--- config.mk ---
export PLATFORM = sky130hd
export DESIGN_NAME = spi_dac_rx
export DESIGN_NICKNAME = d
export VERILOG_FILES = /design/src/rtl/spi_dac_pkg.sv /design/src/rtl/spi_sync_edge.sv /design/src/rtl/spi_dac_rx.sv
export SDC_FILE = /design/constraint.sdc
export NUM_CORES = 1
export LEC_CHECK = 0
export CORE_ASPECT_RATIO = 0.9
export CORE_MARGIN = 2
export CORE_UTILIZATION = 25
export DETAILED_ROUTE_END_ITERATION = 10
export GPL_ROUTABILITY_DRIVEN = 0
export PLACE_DENSITY_LB_ADDON = 0.1
export SLEW_MARGIN = 20
export SYNTH_ARGS = -nofsm -noshare
export SYNTH_HDL_FRONTEND = slang
export SYNTH_SLANG_ARGS = --single-unit
--- constraint.sdc ---
create_clock -name clk -period 1.65 [get_ports clk]
set_input_delay 0.2475 -clock clk [delete_from_list [all_inputs] [get_ports clk]]
set_output_delay 0.2475 -clock clk [all_outputs]
set_load 0.02 [all_outputs]
--- src/rtl/spi_dac_pkg.sv ---
// rtl/spi_dac_pkg.sv - shared types and defaults for the DAC SPI receiver
package spi_dac_pkg;

  typedef enum logic {
    ST_IDLE = 1'b0,
    ST_RECV = 1'b1
  } rx_state_t;

  localparam int DEF_DATA_W  = 12;
  localparam int DEF_LEAD    = 1;
  localparam int DEF_TRAIL   = 1;
  localparam int FRAME_EDGES = DEF_LEAD + DEF_DATA_W + DEF_TRAIL;

endpackage

--- src/rtl/spi_sync_edge.sv ---
// rtl/spi_sync_edge.sv - 2-flop synchronizer with history flop for edge detection
module spi_sync_edge #(
  parameter logic RST_VAL = 1'b0
) (
  input  logic clk,
  input  logic rst_n,
  input  logic din,
  output logic sync,
  output logic rise,
  output logic fall
);

  logic s1;
  logic s2;
  logic hist;

  always_ff @(posedge clk or negedge rst_n) begin
    if (!rst_n) begin
      s1   <= RST_VAL;
      s2   <= RST_VAL;
      hist <= RST_VAL;
    end else begin
      s1   <= din;
      s2   <= s1;
      hist <= s2;
    end
  end

  assign sync = s2;
  assign rise = s2 & ~hist;
  assign fall = ~s2 & hist;

endmodule

--- src/rtl/spi_dac_rx.sv ---
// rtl/spi_dac_rx.sv - SPI slave receiver that recovers words sent by the DAC SPI master
module spi_dac_rx
  import spi_dac_pkg::*;
#(
  parameter int DATA_W    = DEF_DATA_W,
  parameter int LEAD      = DEF_LEAD,
  parameter int TRAIL     = DEF_TRAIL,
  parameter bit LSB_FIRST = 1'b1,
  parameter int CNT_W     = 5
) (
  input  logic              clk,
  input  logic              rst_n,
  input  logic              cs,
  input  logic              sclk,
  input  logic              mosi,
  output logic [DATA_W-1:0] dout,
  output logic              dout_valid,
  output logic              frame_err,
  output logic              busy,
  output logic [7:0]        frame_cnt
);

  localparam logic [CNT_W-1:0] LEAD_C   = CNT_W'(LEAD);
  localparam logic [CNT_W-1:0] LAST_C   = CNT_W'(LEAD + DATA_W - 1);
  localparam logic [CNT_W-1:0] FRAME_C  = CNT_W'(LEAD + DATA_W + TRAIL);
  localparam logic [CNT_W-1:0] CNT_SAT  = {CNT_W{1'b1}};

  logic cs_sync, cs_rise, cs_fall;
  logic sclk_sync, sclk_rise, sclk_fall;
  logic mosi_s1, mosi_s;
  logic sync_unused;

  rx_state_t         state;
  logic [DATA_W-1:0] sh;
  logic [CNT_W-1:0]  edge_cnt;

  spi_sync_edge #(.RST_VAL(1'b1)) u_cs_sync (
    .clk  (clk),
    .rst_n(rst_n),
    .din  (cs),
    .sync (cs_sync),
    .rise (cs_rise),
    .fall (cs_fall)
  );

  spi_sync_edge #(.RST_VAL(1'b0)) u_sclk_sync (
    .clk  (clk),
    .rst_n(rst_n),
    .din  (sclk),
    .sync (sclk_sync),
    .rise (sclk_rise),
    .fall (sclk_fall)
  );

  assign sync_unused = ^{cs_sync, sclk_sync, sclk_rise};

  // mosi shares the sclk sync delay so data stays aligned with the detected fall
  always_ff @(posedge clk or negedge rst_n) begin
    if (!rst_n) begin
      mosi_s1 <= 1'b0;
      mosi_s  <= 1'b0;
    end else begin
      mosi_s1 <= mosi;
      mosi_s  <= mosi_s1;
    end
  end

  always_ff @(posedge clk or negedge rst_n) begin
    if (!rst_n) begin
      state      <= ST_IDLE;
      sh         <= '0;
      edge_cnt   <= '0;
      dout       <= '0;
      dout_valid <= 1'b0;
      frame_err  <= 1'b0;
      busy       <= 1'b0;
      frame_cnt  <= 8'd0;
    end else begin
      dout_valid <= 1'b0;
      frame_err  <= 1'b0;
      case (state)
        ST_IDLE: begin
          if (cs_fall) begin
            sh       <= '0;
            edge_cnt <= '0;
            busy     <= 1'b1;
            state    <= ST_RECV;
          end
        end
        ST_RECV: begin
          // close takes priority over a coincident sclk fall
          if (cs_rise) begin
            busy  <= 1'b0;
            state <= ST_IDLE;
            if (edge_cnt == FRAME_C) begin
              dout       <= sh;
              dout_valid <= 1'b1;
              frame_cnt  <= frame_cnt + 8'd1;
            end else begin
              frame_err  <= 1'b1;
            end
          end else if (sclk_fall) begin
            if (edge_cnt != CNT_SAT)
              edge_cnt <= edge_cnt + CNT_W'(1);
            if (edge_cnt >= LEAD_C && edge_cnt <= LAST_C) begin
              if (LSB_FIRST)
                sh <= {mosi_s, sh[DATA_W-1:1]};
              else
                sh <= {sh[DATA_W-2:0], mosi_s};
            end
          end
        end
        default: state <= ST_IDLE;
      endcase
    end
  end

endmodule
==> metrics.txt, run 1 <==
Cell Pwr Density 863 nW/um2; Crit Reg-Reg Endpoint edge_cnt[3]$_DFFE_PN0P_; final wirelength 3790 um; GRT Total Usage 0.0952; clk buf depth 2; clock transition at the registers of the reported paths 0.09 ns; Die Y-Extent 87.8 um; Worst-Margin Slew 0.303 ns; P&R area growth vs syn 35.2%; synth top area cells dfrtp_1 (59%), mux2_2 (7.5%), a22o_1 (5.4%); final instance area 2640 um2; row count 30; DRC 0; hold path cells 1; number of global-route vias before repair 1,279; Crit path required time 1.83 ns; syn nets 150; Peak Freq 609 MHz; leakage 1.33 nW; RSZ-0062 raised after global routing yes; Post-Synthesis Cells 139; VDD IR max 0.000301 V; worst-path fanout max 4; worst hold path class in2reg; CP Launch Type flop; Hold Crit Start cs; routed len/inst 13.5 um; Setup WS pre-CTS -0.0851 ns; first-pass GRT wire length 6440 um; final hold violations 0; Clock Root Buffer clkbuf_8; Netlist cell types 30; TritonCTS clock tree done; R2R Setup Slk 0.007 ns; clk sinks 49; initial antenna violation count 0; Comb power frac 0.121; Tcrit/Tclk final 0.996; GR Overflow Total 0; Slew Viols, Final 0; sw frac 0.264; Initial Util 0.259; status complete, no violations; Slew headroom 0.796; CP top delay family simple AND/OR/NAND/NOR gates; Sum Neg Setup Slack 0 ns; post-detail-place hpwl 2510 um; max incr delay on CP 0.44 ns; Die X 97.1 um; sequential fraction of the synthesis area 0.630; fin nets 195; die area 8530 um2; Synth area leader dfrtp_1; Mean Syn Cell Area 14.0 um2; Final Critical Period 1.64 ns; Worst Reg-to-Reg Cells 6; clock share of power 0.309; H-Tree Depth 2; crit path capture type flop; largest net degree at the start of global routing 50; top-area cell type share of the netlist area 0.590; DR vias/cell 4.39; worst-skew pair later-pin latency 0.30 ns; CP max stage cell dfrtp_1; Tot Pwr 0.00228 W; drt initial violations 59; cell-internal power 0.00168 W; Max Cap Violations 0; fin util 0.350; Final Setup Violations 0; Post-DP Area 2440 um2; cts bufs inserted 5; layout cells sized above 1 0.303; IO buf count 27; drt pass-1 iters 4; Arr. time, crit path 1.82 ns; vias 1,234; Ports 28; share of power burned in registers 0.570; worst path cell trace ha_2 > and3_4 > ha_4 > nor3_4 > nand4_1 > mux2i_1; post-synthesis sequential element count 49; antenna-violating nets left 0; diode count 0; Final Skew 0.00346 ns; critical path class reg2reg; Synthesis Warnings 0; total net switching power 0.000602 W; Worst Path Buf+Inv 0; Cell Area, Synth 1950 um2; worst flop-to-flop path startpoint edge_cnt[0]$_DFFE_PN0P_; core area 7540 um2; final worst setup slack 0.00700 ns; Hold EP u_cs_sync.s1$_DFF_PN1_
[Yosys cell counts]
| cell | n |
|---|---|
| nand2_1 | 4 |
| xnor2_1 | 5 |
| a31oi_1 | 1 |
| o21ai_0 | 7 |
| mux2i_1 | 2 |
| xor2_1 | 2 |
| nor2b_1 | 1 |
| mux2_2 | 13 |
| nor2_8 | 1 |
| nor2_1 | 3 |
| or2_2 | 1 |
| nand3b_2 | 1 |
| a22o_1 | 12 |
| nand4_1 | 3 |
| nand3b_1 | 1 |
| dfstp_2 | 3 |
| ha_1 | 6 |
| buf_6 | 1 |
| nor3_2 | 2 |
| nor3_1 | 1 |
| o221ai_1 | 1 |
| nand4b_4 | 1 |
| nand2b_1 | 1 |
| dfrtp_1 | 46 |
| a21o_1 | 1 |
| and2b_1 | 1 |
| buf_2 | 3 |
| and3_1 | 3 |
| nand3_1 | 6 |
| inv_1 | 6 |
[through the flow]
step / hold WS (ns) / instances
6_report: 0.352 / 281
5_1_grt: 0.337 / 281
4_1_cts: 0.341 / 280
3_5_place_dp: 0.257 / 270
3_3_place_gp: 0.253 / 270
2_1_floorplan: -0.0481 / 139
[repair_timing]
item                                    in CTS  in global routing
buffers inserted                             1                  0
cloned                                       0                  1
hold buffers                                 1                  0
hold endpoints to repair                    46                  0
endpoints found under the setup margin      34                 31
pin swaps                                    3                  4
resized for setup                            8                 16
[sequential cells by signal, indices dropped and copies added, names as in the netlist]
name,flops
mosi_s,1
u_sclk_sync.s1,1
state,1
busy,1
dout,12
u_cs_sync.hist,1
u_sclk_sync.sync,1
u_sclk_sync.hist,1
dout_valid,1
u_cs_sync.s1,1
frame_cnt,8
edge_cnt,5
sh,12
mosi_s1,1
u_cs_sync.sync,1
frame_err,1
[layer usage]
layer,vias up,wire (um),global-route usage
li1,583,-,-
met1,613,1850,0.130
met2,33,1720,0.145
met3,5,179,0.0279
met4,0,48,0.0346
met5,-,0,0
[worst reg2reg max path: cells and delay by family, from the launching register on]
| family | cells | cell delay, ns |
|---|---|---|
| fa+ha+maj | 2 | 0.37 |
| simple gates | 3 | 0.58 |
| mux | 1 | 0.14 |
| flops | 1 | 0.44 |
[power groups by stage]
stage / sequential [W] / combinational, W / clock (W)
after global placement: 0.00132 / 0.000235 / 0
after CTS: 0.00130 / 0.000263 / 0.000752
after global routing: 0.00131 / 0.000302 / 0.000796
after detailed placement: 0.00132 / 0.000242 / 0
final: 0.00130 / 0.000275 / 0.000704
after floorplan: 0.00131 / 0.000123 / 0
[cell usage in the layout, fill, tap and decap left out, drive strengths merged, types with 2 or more instances in the layout]
master / instances
dfrtp: 46
clkdlybuf4s50: 22
buf: 15
mux2: 13
a22o: 12
o21ai: 7
inv: 6
nand3: 6
ha: 6
xnor2: 5
clkbuf: 5
nand2: 4
dlymetal6s2s: 4
nor2: 4
nand4: 3
clkinvlp: 3
dfstp: 3
and3: 3
nor3: 3
xor2: 2
mux2i: 2
nand3b: 2
[cell families after synthesis]
| logic type | after synthesis | synth area share |
|---|---|---|
| AND/OR/NAND/NOR | 30 | 0.106 |
| flip-flops | 49 | 0.630 |
| XOR/XNOR | 7 | 0.0314 |
| AO/OA/AOI/OAI | 22 | 0.0833 |
| multiplexers | 15 | 0.0853 |
| buffers and inverters | 10 | 0.0250 |
| adder cells (fa/ha/maj) | 6 | 0.0385 |
[worst max path at each step]
stage                                         from                 endpoint  slack (ns)  depth (start not counted)
after floorplan            edge_cnt[0]$_DFFE_PN0P_  edge_cnt[3]$_DFFE_PN0P_        0.01                          6
after global placement     edge_cnt[1]$_DFFE_PN0P_  edge_cnt[3]$_DFFE_PN0P_       -0.07                          6
after detailed placement   edge_cnt[0]$_DFFE_PN0P_       sh[10]$_DFFE_PN0P_       -0.09                          7
after CTS                 frame_cnt[2]$_DFFE_PN0P_             frame_cnt[2]       0.003                          1
after global routing       edge_cnt[0]$_DFFE_PN0P_  edge_cnt[3]$_DFFE_PN0P_       -0.09                          6
final                      edge_cnt[0]$_DFFE_PN0P_  edge_cnt[3]$_DFFE_PN0P_       0.007                          6
[final cells by class]
class | instances | area (um2)
clock inverters | 3 | 22.5
fillers | 753 | 4910
well taps | 96 | 120
flip-flops and latches | 49 | 1230
repair buffers | 42 | 435
clock buffers | 5 | 68.8
inverters | 6 | 22.5
multi-input cells | 80 | 739
(Power assumes the default switching activity.)
==> inputs of run 2 (changes only) <==
--- a/config.mk
+++ b/config.mk
@@ -7,7 +7,7 @@
 export LEC_CHECK = 0
 export CORE_ASPECT_RATIO = 0.9
 export CORE_MARGIN = 2
-export CORE_UTILIZATION = 25
+export CORE_UTILIZATION = 48
 export DETAILED_ROUTE_END_ITERATION = 10
 export GPL_ROUTABILITY_DRIVEN = 0
 export PLACE_DENSITY_LB_ADDON = 0.1
@@ -15,3 +15,4 @@
 export SYNTH_ARGS = -nofsm -noshare
 export SYNTH_HDL_FRONTEND = slang
 export SYNTH_SLANG_ARGS = --single-unit
+export TNS_END_PERCENT = 30
==> metrics.txt, run 2 (same netlist as run 1, synthesis figures left out) <==
Top Registers dout x12, sh x12, frame_cnt x8; Worst-Margin Slew 0.444 ns (+0.141 ns); number of global-route vias before repair 1,364 (+6.6%); clk buf depth 2 (unchanged); post-detail-place hpwl 2600 um (+3.7%); worst-path fanout max 5 (+1); Slew Viols, Final 0 (unchanged); GRT Total Usage 0.182 (+0.0869); Worst Reg-to-Reg Cells 6 (unchanged); Slew headroom 0.704 (-0.0926); initial antenna violation count 0 (unchanged); hold path cells 1 (unchanged); fin nets 197 (+1.0%); fill count 270 (-64%); core area 3810 um2 (-50%); Arr. time, crit path 1.81 ns (about the same); cts bufs inserted 5 (unchanged); final hold violations 0 (unchanged); RSZ-0062 raised after global routing yes; Initial Util 0.512 (+0.254); final wirelength 3920 um (+3.2%); diode count 0 (unchanged); H-Tree Depth 2 (unchanged); DRC 0 (unchanged); Die Y-Extent 64.5 um (-27%); routed len/inst 16.8 um (+24%); drt initial violations 33 (-44%); worst-skew pair later-pin latency 0.29 ns (about the same); Peak Freq 612 MHz (+0.50%); worst hold path class in2reg; Post-DP Area 2320 um2 (-4.7%); Clock Root Buffer clkbuf_8; drt pass-1 iters 4 (unchanged); TritonCTS clock tree done; largest net degree at the start of global routing 21 (-58%); Final Skew 0.00962 ns (+0.00616 ns); Setup WS pre-CTS -0.0770 ns (+0.00808 ns); die area 4590 um2 (-46%); Ports 28 (unchanged); commonest non-fill, non-tap cell in the layout dfrtp_1; first-pass GRT wire length 6400 um (-0.53%); Max Cap Violations 0 (unchanged); leakage 1.33 nW (about the same); DR vias/cell 5.52 (+26%); final instance area 2620 um2 (-0.66%); WHS 0.350 ns (-0.00248 ns); Final Critical Period 1.63 ns (-0.00825 ns); clock transition at the registers of the reported paths 0.09 ns (about the same); antenna-violating nets left 0 (unchanged); final worst setup slack 0.0153 ns (+0.00825 ns); commonest cells after routing, fill and taps aside dfrtp_1 (44), clkdlybuf4s50_1 (24), mux2_2 (13), buf_4 (13), a22o_1 (12); P&R area growth vs syn 34.3%; vias 1,286 (+4.2%); Cell Pwr Density 991 nW/um2 (+15%); Die X 71.2 um (-27%); Sum Neg Setup Slack 0 ns (unchanged); crit path capture type flop; layout cells sized above 1 0.310 (+0.00746); GR Overflow Total 0 (unchanged); Final Setup Violations 0 (unchanged); Crit path required time 1.83 ns (about the same); CP Launch Type flop; Tcrit/Tclk final 0.991 (-0.00500); critical path class reg2reg; IO buf count 27 (unchanged); VDD IR max 0.000661 V (+120%); row count 21 (-30%); status complete, no violations; clk sinks 49 (unchanged)
## run 2: through the flow
stage	utilization	power, W	instances
after floorplan	-	0.00144	139
after global placement	0.610	0.00154	218
after detailed placement	0.610	0.00156	218
after CTS	0.667	0.00257	231
after global routing	0.688	0.00270	233
final	0.688	0.00260	233
## run 2: critical path, cell delays in order, from the launching register on
cell and delay [ns]:
dfrtp_2 0.46, ha_4 0.18, and3_4 0.18, ha_4 0.16, nor3_4 0.24, nand4_1 0.15
mux2i_1 0.15
## run 2: area by class of cell
class	count	area, um2	share of cell area
timing repair buffer	44	429	0.164
tap	46	57.6	0.0220
sequential	49	1230	0.470
clock buffer	5	68.8	0.0263
inverter	6	22.5	0.00859
multi-input combinational	80	746	0.284
clock inverter	3	65.1	0.0248
## run 2: final timing paths
check                                   startpoint                  endpoint  slack, ns
setup / recovery           edge_cnt[1]$_DFFE_PN0P_   edge_cnt[3]$_DFFE_PN0P_       0.02
hold reg to reg             u_cs_sync.s1$_DFF_PN1_  u_cs_sync.sync$_DFF_PN1_       0.36
hold / removal                                  cs    u_cs_sync.s1$_DFF_PN1_       0.35
setup reg to reg           edge_cnt[1]$_DFFE_PN0P_   edge_cnt[3]$_DFFE_PN0P_       0.02
max in group asynchronous                    rst_n   edge_cnt[0]$_DFFE_PN0P_       0.59
min in group asynchronous                    rst_n   edge_cnt[2]$_DFFE_PN0P_       0.42
## run 2: metal layers
layer / part of all wire / global-route usage
met1: 0.42 / 0.224
met3: 0.048 / 0.0404
met5: 0 / 0
met2: 0.51 / 0.307
met4: 0.030 / 0.0825
## run 2: power breakdown
group,internal (W),switching [W],total (W)
Clock,0.000602,0.000380,0.000982
Combinational,0.000141,0.000166,0.000307
Sequential,0.00125,0.0000541,0.00131
Total,0.00200,0.000601,0.00260
## run 2: repair_timing
item,in CTS,in global routing
setup buffers,4,2
gates resized for setup,6,15
hold buffers,1,0
endpoints found under the setup margin,32,36
endpoints found under the hold margin,15,0
pin swaps,3,13
==> inputs of run 3 (changes only) <==
--- a/config.mk
+++ b/config.mk
@@ -8,6 +8,7 @@
 export CORE_ASPECT_RATIO = 0.9
 export CORE_MARGIN = 2
 export CORE_UTILIZATION = 48
+export CTS_CLUSTER_SIZE = 24
 export DETAILED_ROUTE_END_ITERATION = 10
 export GPL_ROUTABILITY_DRIVEN = 0
 export PLACE_DENSITY_LB_ADDON = 0.1
==> results of run 3 <==
The final DEF is identical to that of run 2; final timing and power are the same.
